$ cat config.mk
export PLATFORM = sky130hd
export DESIGN_NAME = pong_game_ctl
export DESIGN_NICKNAME = d
export VERILOG_FILES = /design/src/rtl/pong_game_ctl.sv
export SDC_FILE = /design/constraint.sdc
export NUM_CORES = 1
export LEC_CHECK = 0
export BUFFER_PORTS_ARGS = -buffer_cell sky130_fd_sc_hd__buf_4
export CAP_MARGIN = 20
export CORE_MARGIN = 8
export CORE_UTILIZATION = 50
export CTS_CLUSTER_SIZE = 12
export DETAILED_ROUTE_END_ITERATION = 7
export GPL_TIMING_DRIVEN = 0
export MAX_ROUTING_LAYER = met4
export PLACE_DENSITY = 0.68
export REMOVE_ABC_BUFFERS = 1
export SETUP_SLACK_MARGIN = 0.1
export SYNTH_ARGS = -nofsm -noshare
export SYNTH_HDL_FRONTEND = slang
export SYNTH_SLANG_ARGS = --single-unit
$ cat constraint.sdc
create_clock -name pclk -period 9.4 [get_ports pclk]
set_clock_uncertainty 0.15 [all_clocks]
set_input_delay 0 -clock pclk [delete_from_list [all_inputs] [get_ports pclk]]
set_output_delay 0 -clock pclk [all_outputs]
set_load 0.02 [all_outputs]
$ cat src/rtl/pong_game_ctl.sv
// Pong frame-rate game controller: serve/play/score/game-over sequencing.
// Ball motion, wall bounces and paddle hits are evaluated once per frame_tick.
module pong_game_ctl #(
    parameter int SCREEN_W    = 1024,
    parameter int SCREEN_H    = 768,
    parameter int PAD_HALF    = 100,
    parameter int PAD_W       = 10,
    parameter int BALL_HALF   = 5,
    parameter int BALL_SPEED  = 4,
    parameter int SERVE_DELAY = 60,
    parameter int WIN_SCORE   = 9
) (
    input  logic        pclk,
    input  logic        rst,
    input  logic        frame_tick,
    input  logic        start,
    input  logic [10:0] left_palette_pos,
    input  logic [10:0] right_palette_pos,
    output logic [10:0] ball_xpos,
    output logic [10:0] ball_ypos,
    output logic [7:0]  score,
    output logic        game_over
);

    localparam int CW = $clog2(SERVE_DELAY + 1);

    localparam logic [11:0] C_X    = 12'(SCREEN_W / 2);
    localparam logic [11:0] C_Y    = 12'(SCREEN_H / 2);
    localparam logic [11:0] SPD    = 12'(BALL_SPEED);
    localparam logic [11:0] L_EDGE = 12'(PAD_W + BALL_HALF);
    localparam logic [11:0] R_EDGE = 12'(SCREEN_W - PAD_W - BALL_HALF);
    localparam logic [11:0] Y_BOT  = 12'(SCREEN_H - 1 - BALL_HALF);
    localparam logic [11:0] Y_TOP  = 12'(BALL_HALF);
    localparam logic [11:0] HIT_R  = 12'(PAD_HALF + BALL_HALF);
    localparam logic [CW-1:0] CNT_LD = CW'(SERVE_DELAY);
    localparam logic [3:0]  WIN    = 4'(WIN_SCORE);

    typedef enum logic [2:0] {
        S_IDLE,
        S_SERVE,
        S_PLAY,
        S_SCORED,
        S_OVER
    } state_t;

    state_t        r_state, w_state_nxt;
    logic [11:0]   r_x, r_y, w_x_nxt, w_y_nxt;
    logic          r_dx, r_dy, w_dx_nxt, w_dy_nxt;
    logic [CW-1:0] r_cnt, w_cnt_nxt;
    logic [3:0]    r_sl, r_sr, w_sl_nxt, w_sr_nxt;
    logic          r_lsc, w_lsc_nxt;
    logic          r_go, w_go_nxt;

    logic [10:0]        w_pad;
    logic signed [11:0] w_diff;
    logic [11:0]        w_adiff;
    logic               w_hit, w_edge, w_bot, w_top;
    logic [3:0]         w_old, w_nib;

    // dir_x=1 means moving right, so the paddle being approached is the right one
    assign w_pad   = r_dx ? right_palette_pos : left_palette_pos;
    assign w_diff  = $signed(r_y) - $signed({1'b0, w_pad});
    assign w_adiff = w_diff[11] ? $unsigned(-w_diff) : $unsigned(w_diff);
    assign w_hit   = w_adiff < HIT_R;
    assign w_edge  = r_dx ? (r_x + SPD >= R_EDGE) : (r_x - SPD <= L_EDGE);
    assign w_bot   = r_dy && (r_y + SPD >= Y_BOT);
    assign w_top   = !r_dy && (r_y < Y_TOP + SPD);
    assign w_old   = r_lsc ? r_sl : r_sr;
    assign w_nib   = (w_old == 4'd9) ? 4'd9 : w_old + 4'd1;

    always_comb begin
        w_state_nxt = r_state;
        w_x_nxt     = r_x;
        w_y_nxt     = r_y;
        w_dx_nxt    = r_dx;
        w_dy_nxt    = r_dy;
        w_cnt_nxt   = r_cnt;
        w_sl_nxt    = r_sl;
        w_sr_nxt    = r_sr;
        w_lsc_nxt   = r_lsc;
        w_go_nxt    = r_go;
        unique case (r_state)
            S_IDLE: begin
                if (start) begin
                    w_state_nxt = S_SERVE;
                    w_cnt_nxt   = CNT_LD;
                end
            end
            S_SERVE: begin
                if (frame_tick) begin
                    if (r_cnt != '0) w_cnt_nxt = r_cnt - 1'b1;
                    else             w_state_nxt = S_PLAY;
                end
            end
            S_PLAY: begin
                if (frame_tick) begin
                    if (w_edge && !w_hit) begin
                        w_state_nxt = S_SCORED;
                        w_lsc_nxt   = r_dx;
                        w_x_nxt     = C_X;
                        w_y_nxt     = C_Y;
                    end else begin
                        if (w_edge) begin
                            w_x_nxt  = r_dx ? R_EDGE : L_EDGE;
                            w_dx_nxt = !r_dx;
                        end else begin
                            w_x_nxt  = r_dx ? r_x + SPD : r_x - SPD;
                        end
                        if (w_bot) begin
                            w_y_nxt  = Y_BOT;
                            w_dy_nxt = 1'b0;
                        end else if (w_top) begin
                            w_y_nxt  = Y_TOP;
                            w_dy_nxt = 1'b1;
                        end else begin
                            w_y_nxt  = r_dy ? r_y + SPD : r_y - SPD;
                        end
                    end
                end
            end
            S_SCORED: begin
                if (r_lsc) w_sl_nxt = w_nib;
                else       w_sr_nxt = w_nib;
                w_x_nxt = C_X;
                w_y_nxt = C_Y;
                if (w_nib == WIN) begin
                    w_state_nxt = S_OVER;
                    w_go_nxt    = 1'b1;
                end else begin
                    // serve heads toward the player who just conceded
                    w_dx_nxt    = r_lsc;
                    w_cnt_nxt   = CNT_LD;
                    w_state_nxt = S_SERVE;
                end
            end
            S_OVER: begin
                if (start) begin
                    w_sl_nxt    = 4'd0;
                    w_sr_nxt    = 4'd0;
                    w_go_nxt    = 1'b0;
                    w_cnt_nxt   = CNT_LD;
                    w_state_nxt = S_SERVE;
                end
            end
            default: w_state_nxt = S_IDLE;
        endcase
    end

    always_ff @(posedge pclk) begin
        if (rst) begin
            r_state <= S_IDLE;
            r_x     <= C_X;
            r_y     <= C_Y;
            r_dx    <= 1'b1;
            r_dy    <= 1'b1;
            r_cnt   <= '0;
            r_sl    <= 4'd0;
            r_sr    <= 4'd0;
            r_lsc   <= 1'b0;
            r_go    <= 1'b0;
        end else begin
            r_state <= w_state_nxt;
            r_x     <= w_x_nxt;
            r_y     <= w_y_nxt;
            r_dx    <= w_dx_nxt;
            r_dy    <= w_dy_nxt;
            r_cnt   <= w_cnt_nxt;
            r_sl    <= w_sl_nxt;
            r_sr    <= w_sr_nxt;
            r_lsc   <= w_lsc_nxt;
            r_go    <= w_go_nxt;
        end
    end

    assign ball_xpos = r_x[10:0];
    assign ball_ypos = r_y[10:0];
    assign score     = {r_sl, r_sr};
    assign game_over = r_go;

endmodule

==> impl_metrics.yaml, run 1 <==
synth:
  synth_compound_area_share_pct: 26.3
  synthAdderAreaFrac_pct: 6.66
  synthSimpleGateAreaFrac_pct: 26.2
  synth_ff_type: "dfxtp_1"
  synthTopCellsByCount: "nor2_1, nand2_1, dfxtp_1"
  synth_most_common_cell: "nor2_1"
  synth_xor_area_share_pct: 4.74
  netlist_instances: 570
  synth.avg_cell_area_um2: 7.45
  yosys.area.top_type_share_pct: 21.2
  synth_top_family_by_area: "compound AO/OA/AOI/OAI gates"
  synthMuxAreaShare_pct: 5.92
  yosys_warnings: 0
  yosysTopAreaCell: "dfxtp_1"
  async_reset_ff_share_pct: 0
  synth-edff-count: 0
  synth_cell_types: 68
  seq_area_frac_synth_pct: 21.2
  ys_ff_latch: 45
  synth.area.top_cells: "dfxtp_1, ha_1, mux2i_1"
  synthesis.area_mm2: 0.00425
timing:
  slew_violations: 0
  period_needed_ns: 4.90
  finalSetupViolCount: 0
  fmax_mhz: 204
  timing.hold.ws_ns: 0.0292
  rsz0062_at_grt: "no"
  fin_setup_tns_ns: 0
  max_slew_margin_pct: 40.9
  tightest_slew_ns: 0.885
  fin_crit_sh_pct: 52.1
  hold_violations: 0
clock_tree:
  numClockSinks: 45
  tritoncts: "yes"
  cts_made_buffers: 5
  cts_hold_buf: 2
  clk_pin_slew_ns: 0.09
  cts-resized-gates: 0
  post_cts_buffers: 0
  clock_path_buffers: 2
  root_buffer: "clkbuf_8"
  worstSkewPairLatency_ns: 0.30
  cts_max_level: 2
placed_design:
  hpwl_um: 8150
  io_buffer_count: 56
  dpl.cell_count: 675
  placed_area_mm2: 0.00453
  gp_congestion: 0.889
route:
  first_pass_iters: 5
  drtIter0Drc: 278
  routedWlPerCell_um: 15.9
  drtAntennaViolNets: 0
  wl_um: 10900
  viasPerCell: 6.13
  vias: 4201
  drc: 0
layout:
  diodes: 0
  fill_cells: 777
  drive_gt1_share_pct: 15.2
  final_cells: 685
  final_area_mm2: 0.00466
  final_nets: 627
  syn2layout_area_growth_pct: 9.81
floorplanning:
  die_h_um: 108
  die_x_um: 108
  initial_utilization_pct: 51.7
  core-area_mm2: 0.00822
  die-area_mm2: 0.0117
  fp-row-count: 33
  num_io_pins: 57
critical_path:
  crit_path_cell_trace: "buf_16 -> mux2_2 -> ha_1 -> inv_1 -> fa_1 -> inv_1 -> ha_1 -> or3b_2 -> mux2i_1 -> o32ai_1 -> nand2_1 -> o211ai_1 -> a31oi_1 -> o221ai_2 -> a21oi_1 -> a31oi_1 -> o21a_1"
  cp_top_family: "compound AO/OA/AOI/OAI gates"
  crit_type: "flip-flop to flip-flop"
  slowest_stage: "dfxtp_1"
  crit_buf_inv: 3
  cp-end-kind: "flip-flop"
  worst_setup_path_start_kind: "flip-flop"
  worstPathArrival_ns: 4.95
  crit_fanout: 20
  critPathMaxStageDelay_ns: 0.73
  worstPathRequired_ns: 9.46
global_routing:
  overflow: 0
  grt_pass1_vias: 3803
  antenna_found_initial: 0
  grt_pass1_wl_um: 18100
  grt_use_total_pct: 18.9
  grt_max_degree: 25
power_and_ir_drop:
  irDropWorstVdd_v: 0.0000708
  finalPower_mw: 0.545
  power.density_mw_per_mm2: 117
  leakage_nw: 1.87
run:
  max_cap_violations: 0
hold_path:
  hold_class: "input port to flip-flop"
status:
  status: "finished, final reports clean"
==> where the power goes <==
| group | switching, mW | leakage [nW] | total [mW] | internal (mW) |
|---|---|---|---|---|
| Combinational | 0.0967 | 1.46 | 0.170 | 0.0733 |
| Clock | 0.0730 | 0.0543 | 0.153 | 0.0797 |
| Sequential | 0.0185 | 0.364 | 0.222 | 0.203 |
| Total | 0.188 | 1.87 | 0.545 | 0.356 |
==> cell usage in the layout (no fill, tap or decap), drive strengths merged, types with 14 or more instances in the layout <==
| cell type | netlist | routed |
|---|---|---|
| nor2 | 64 | 64 |
| buf | 32 | 58 |
| nor3 | 15 | 15 |
| ha | 21 | 21 |
| xnor2 | 14 | 14 |
| a31oi | 19 | 19 |
| inv | 19 | 19 |
| a21oi | 31 | 31 |
| mux2i | 24 | 24 |
| nand2 | 46 | 46 |
| dfxtp | 45 | 45 |
| nand3 | 21 | 21 |
| o21ai | 33 | 33 |
==> worst min-delay path: cells and delay by family <==
kind | cells | cell delay [ns]
compound gates | 2 | 0.28
buf+inv | 1 | 0.10
simple gates | 1 | 0.06
==> final cells by class <==
type | instances | area [um^2] | share of cell area [%]
tap | 105 | 131 | 2.82
clock buffer | 5 | 68.8 | 1.48
timing repair buffer | 60 | 479 | 10.3
inverter | 20 | 75.1 | 1.61
multi-input combinational | 447 | 2960 | 63.5
sequential | 45 | 901 | 19.3
clock inverter | 3 | 46.3 | 0.993
==> flip-flops by register name, summed over array words and instances, names as in the netlist <==
signal / flops
r_x: 12
r_y: 12
r_cnt: 6
r_sl: 4
r_sr: 4
r_state: 3
game_over: 1
r_dx: 1
r_dy: 1
r_lsc: 1
==> path summary, 6_finish.rpt <==
path | start | to | slack (ns) | cells after the start
setup / recovery | r_dx$_SDFFE_PP1P_ | r_y[7]$_SDFFE_PP1P_ | 4.50 | 17
hold / removal | frame_tick | r_state[2]$_SDFFE_PP0P_ | 0.03 | 4
hold reg to reg | r_cnt[1]$_SDFFE_PP0P_ | r_cnt[1]$_SDFFE_PP0P_ | 0.33 | 2
setup reg to reg | r_dx$_SDFFE_PP1P_ | r_y[7]$_SDFFE_PP1P_ | 4.50 | 17
==> per-layer routing <==
metal / up-vias / routed length, um / share of wire, % / track usage (%)
met2: 138 / 5120 / 47 / 30.1
li1: 2093 / - / - / -
met5: - / 0 / 0 / -
met4: 0 / 102 / 0.93 / 4.86
met1: 1962 / 5040 / 46 / 24.4
met3: 8 / 646 / 5.9 / 2.80
==> through the flow <==
stage          setup slack [ns]  util [%]
3_3_place_gp               4.23      54.6
6_report                   4.50      56.8
2_1_floorplan              4.97         -
5_1_grt                    4.23      56.8
4_1_cts                    4.49      56.8
3_5_place_dp               4.52      55.1
==> cell families (layout without fill, tap and decap cells) <==
kind of cell / Yosys count / after routing
flops: 45 / 45
fa+ha+maj: 22 / 22
xor+xnor: 23 / 23
mux: 25 / 25
buf+inv: 78 / 88
compound gates: 158 / 158
simple gates: 219 / 219
(Power assumes the default switching activity.)
==> inputs of run 2 (changes only) <==
--- a/config.mk
+++ b/config.mk
@@ -13,7 +13,7 @@
 export DETAILED_ROUTE_END_ITERATION = 7
 export GPL_TIMING_DRIVEN = 0
 export MAX_ROUTING_LAYER = met4
-export PLACE_DENSITY = 0.68
+export PLACE_DENSITY = 0.71
 export REMOVE_ABC_BUFFERS = 1
 export SETUP_SLACK_MARGIN = 0.1
 export SYNTH_ARGS = -nofsm -noshare
==> constraint.sdc (replaced) <==
create_clock -name pclk -period 4 [get_ports pclk]
set_clock_uncertainty 0.15 [all_clocks]
set_input_delay 0 -clock pclk [delete_from_list [all_inputs] [get_ports pclk]]
set_output_delay 0 -clock pclk [all_outputs]
set_load 0.02 [all_outputs]
==> run 2 against run 1 <==
Compared with the run above: register-to-register slack worse by 4.4 ns; clock power rose by 93%; via count rose by 2.0%; cell count up 2.0%; sequential share of layout area fell by 1.2 points; routed wire length rose by 4.7%; total power rose by 130%; critical path type unchanged; fmax grew 24%; flip-flop and latch count stayed put; final area rose by 7.4%; setup slack got worse by 4.4 ns; count of clock-buffer cells in the layout is the same.
==> impl_metrics.yaml, run 2 (synthesis results as in run 1) <==
timing:
  max_slew_margin_pct: 42.4
  fin_setup_tns_ns: 0
  tightest_slew_ns: 0.862
  hold_violations: 0
  fmax_mhz: 254
  period_needed_ns: 3.94
  rsz0062_at_grt: "yes"
  finalSetupViolCount: 0
  fin_crit_sh_pct: 98.6
  slew_violations: 0
route:
  vias: 4283
  wl_um: 11400
  viasPerCell: 6.13
  first_pass_iters: 6
  routedWlPerCell_um: 16.3
  drtIter0Drc: 362
  drc: 0
  drtAntennaViolNets: 0
clock_tree:
  worstSkewPairLatency_ns: 0.30
  cts_max_level: 2
  cts_made_buffers: 5
  clock_path_buffers: 2
  tritoncts: "yes"
  numClockSinks: 45
  clk_pin_slew_ns: 0.10
  root_buffer: "clkbuf_8"
critical_path:
  worstPathRequired_ns: 4.10
  worst_setup_path_start_kind: "flip-flop"
  crit_fanout: 6
  ff2ff_path_depth: 18
  worstPathArrival_ns: 4.04
  crit_type: "flip-flop to flip-flop"
  timing.rr.end: "r_x[8]$_SDFFE_PP0P_"
  r2r_start: "r_dx$_SDFFE_PP1P_"
  cp-end-kind: "flip-flop"
  r2r_slack_ns: 0.06
power_and_ir_drop:
  finalPower_mw: 1.26
  power.density_mw_per_mm2: 252
  irDropWorstVdd_v: 0.000180
  leakage_nw: 1.96
status:
  status: "finished, final reports clean"
global_routing:
  overflow: 0
  antenna_found_initial: 0
  grt_use_total_pct: 19.6
  grt_pass1_vias: 4133
  grt_pass1_wl_um: 18900
  grt_max_degree: 25
hold_path:
  min_from: "r_cnt[5]$_SDFFE_PP0P_"
  min_to: "r_cnt[5]$_SDFFE_PP0P_"
  holdPathStages: 1
  hold_class: "flip-flop to flip-flop"
placed_design:
  hpwl_um: 8210
  placed_area_mm2: 0.00453
  gp_congestion: 0.881
  io_buffer_count: 56
layout:
  drive_gt1_share_pct: 21.9
  final_nets: 641
  fill_cells: 719
  regArea_um2: 905
  layout_commonest_cell: "buf_4"
  mostFrequentLayoutCells: "buf_4, nor2_1, nand2_1"
  final_area_mm2: 0.00501
  multi_input_area_mm2: 0.00319
  syn2layout_area_growth_pct: 17.9
  diodes: 0
  reg_top3: "r_x: 12 flops, r_y: 12 flops, r_cnt: 6 flops"
run:
  max_cap_violations: 0
floorplanning:
  fp-row-count: 33
  num_io_pins: 57
  die-area_mm2: 0.0117
  die_x_um: 108
  initial_utilization_pct: 51.7
  die_h_um: 108
  core-area_mm2: 0.00822
-- run 2: cell types whose count changed in the layout (fill, tap and decap cells not counted), sizes merged --
| cell | previous run | this run |
|---|---|---|
| buf | 58 | 71 |
| bufinv | 1 | 0 |
| dlygate4sd3 | 2 | 3 |
| inv | 19 | 20 |
-- run 2: what timing repair did --
| item | in CTS | in global routing |
|---|---|---|
| gates resized for setup | 39 | 12 |
| setup endpoints to repair | 26 | 23 |
| endpoints found under the hold margin | 19 | 0 |
| pin swaps | 19 | 4 |
| hold buffers | 3 | 0 |
| gates cloned | 0 | 0 |
| setup buffers | 11 | 2 |
-- run 2: routing by layer --
metal / global-route usage (%) / part of all wire, %
met4: 5.55 / 1.2
met3: 2.08 / 4.5
met2: 32.0 / 47
met5: - / 0
met1: 24.8 / 47
-- run 2: critical path, stage by stage, from the launching register on --
cell	delay, ns
dfxtp_4	0.37
buf_16	0.14
mux2_4	0.30
ha_4	0.16
inv_2	0.05
fa_2	0.42
inv_2	0.09
ha_4	0.20
or3b_4	0.36
mux2i_1	0.15
o32ai_1	0.09
nand2_1	0.07
o211ai_1	0.13
a31oi_2	0.25
o221ai_4	0.20
buf_6	0.17
a2111oi_4	0.33
o211ai_1	0.16
nand2_1	0.09
-- run 2: layout make-up --
cell class	instances	area share [%]
Multi-Input combinational cell	447	63.7
Sequential cell	45	18.1
Timing Repair Buffer	74	12.3
Tap cell	105	2.62
Inverter	20	1.50
Clock buffer	5	1.37
Clock inverter	3	0.425
-- run 2: where the power goes --
group          leakage (nW)  total, mW  switching [mW]  internal [mW]
registers             0.364      0.519          0.0410          0.478
clock network        0.0445      0.295           0.171          0.124
logic                  1.55      0.447           0.249          0.198
-- run 2: metrics by stage --
stage | util (%) | setup slack, ns | cells | hold WS [ns]
after floorplan | - | -0.427 | 512 | -0.0809
after global placement | 54.6 | -1.19 | 673 | 0.203
after detailed placement | 55.1 | -1.02 | 675 | 0.208
after CTS | 60.2 | 0.107 | 697 | 0.333
after global routing | 60.9 | -0.0707 | 699 | 0.349
final | 60.9 | 0.0564 | 699 | 0.332
-- run 2: worst max-delay path by stage --
stage,to,start,cells after the start,slack (ns)
2_1_floorplan,r_y[11]$_SDFFE_PP0P_,r_dx$_SDFFE_PP1P_,16,-0.43
3_3_place_gp,r_y[7]$_SDFFE_PP1P_,r_dx$_SDFFE_PP1P_,16,-1.19
3_5_place_dp,r_y[7]$_SDFFE_PP1P_,r_dx$_SDFFE_PP1P_,17,-1.02
4_1_cts,r_y[4]$_SDFFE_PP0P_,r_dx$_SDFFE_PP1P_,16,0.11
5_1_grt,r_x[8]$_SDFFE_PP0P_,r_dx$_SDFFE_PP1P_,18,-0.07
6_report,r_x[8]$_SDFFE_PP0P_,r_dx$_SDFFE_PP1P_,18,0.06
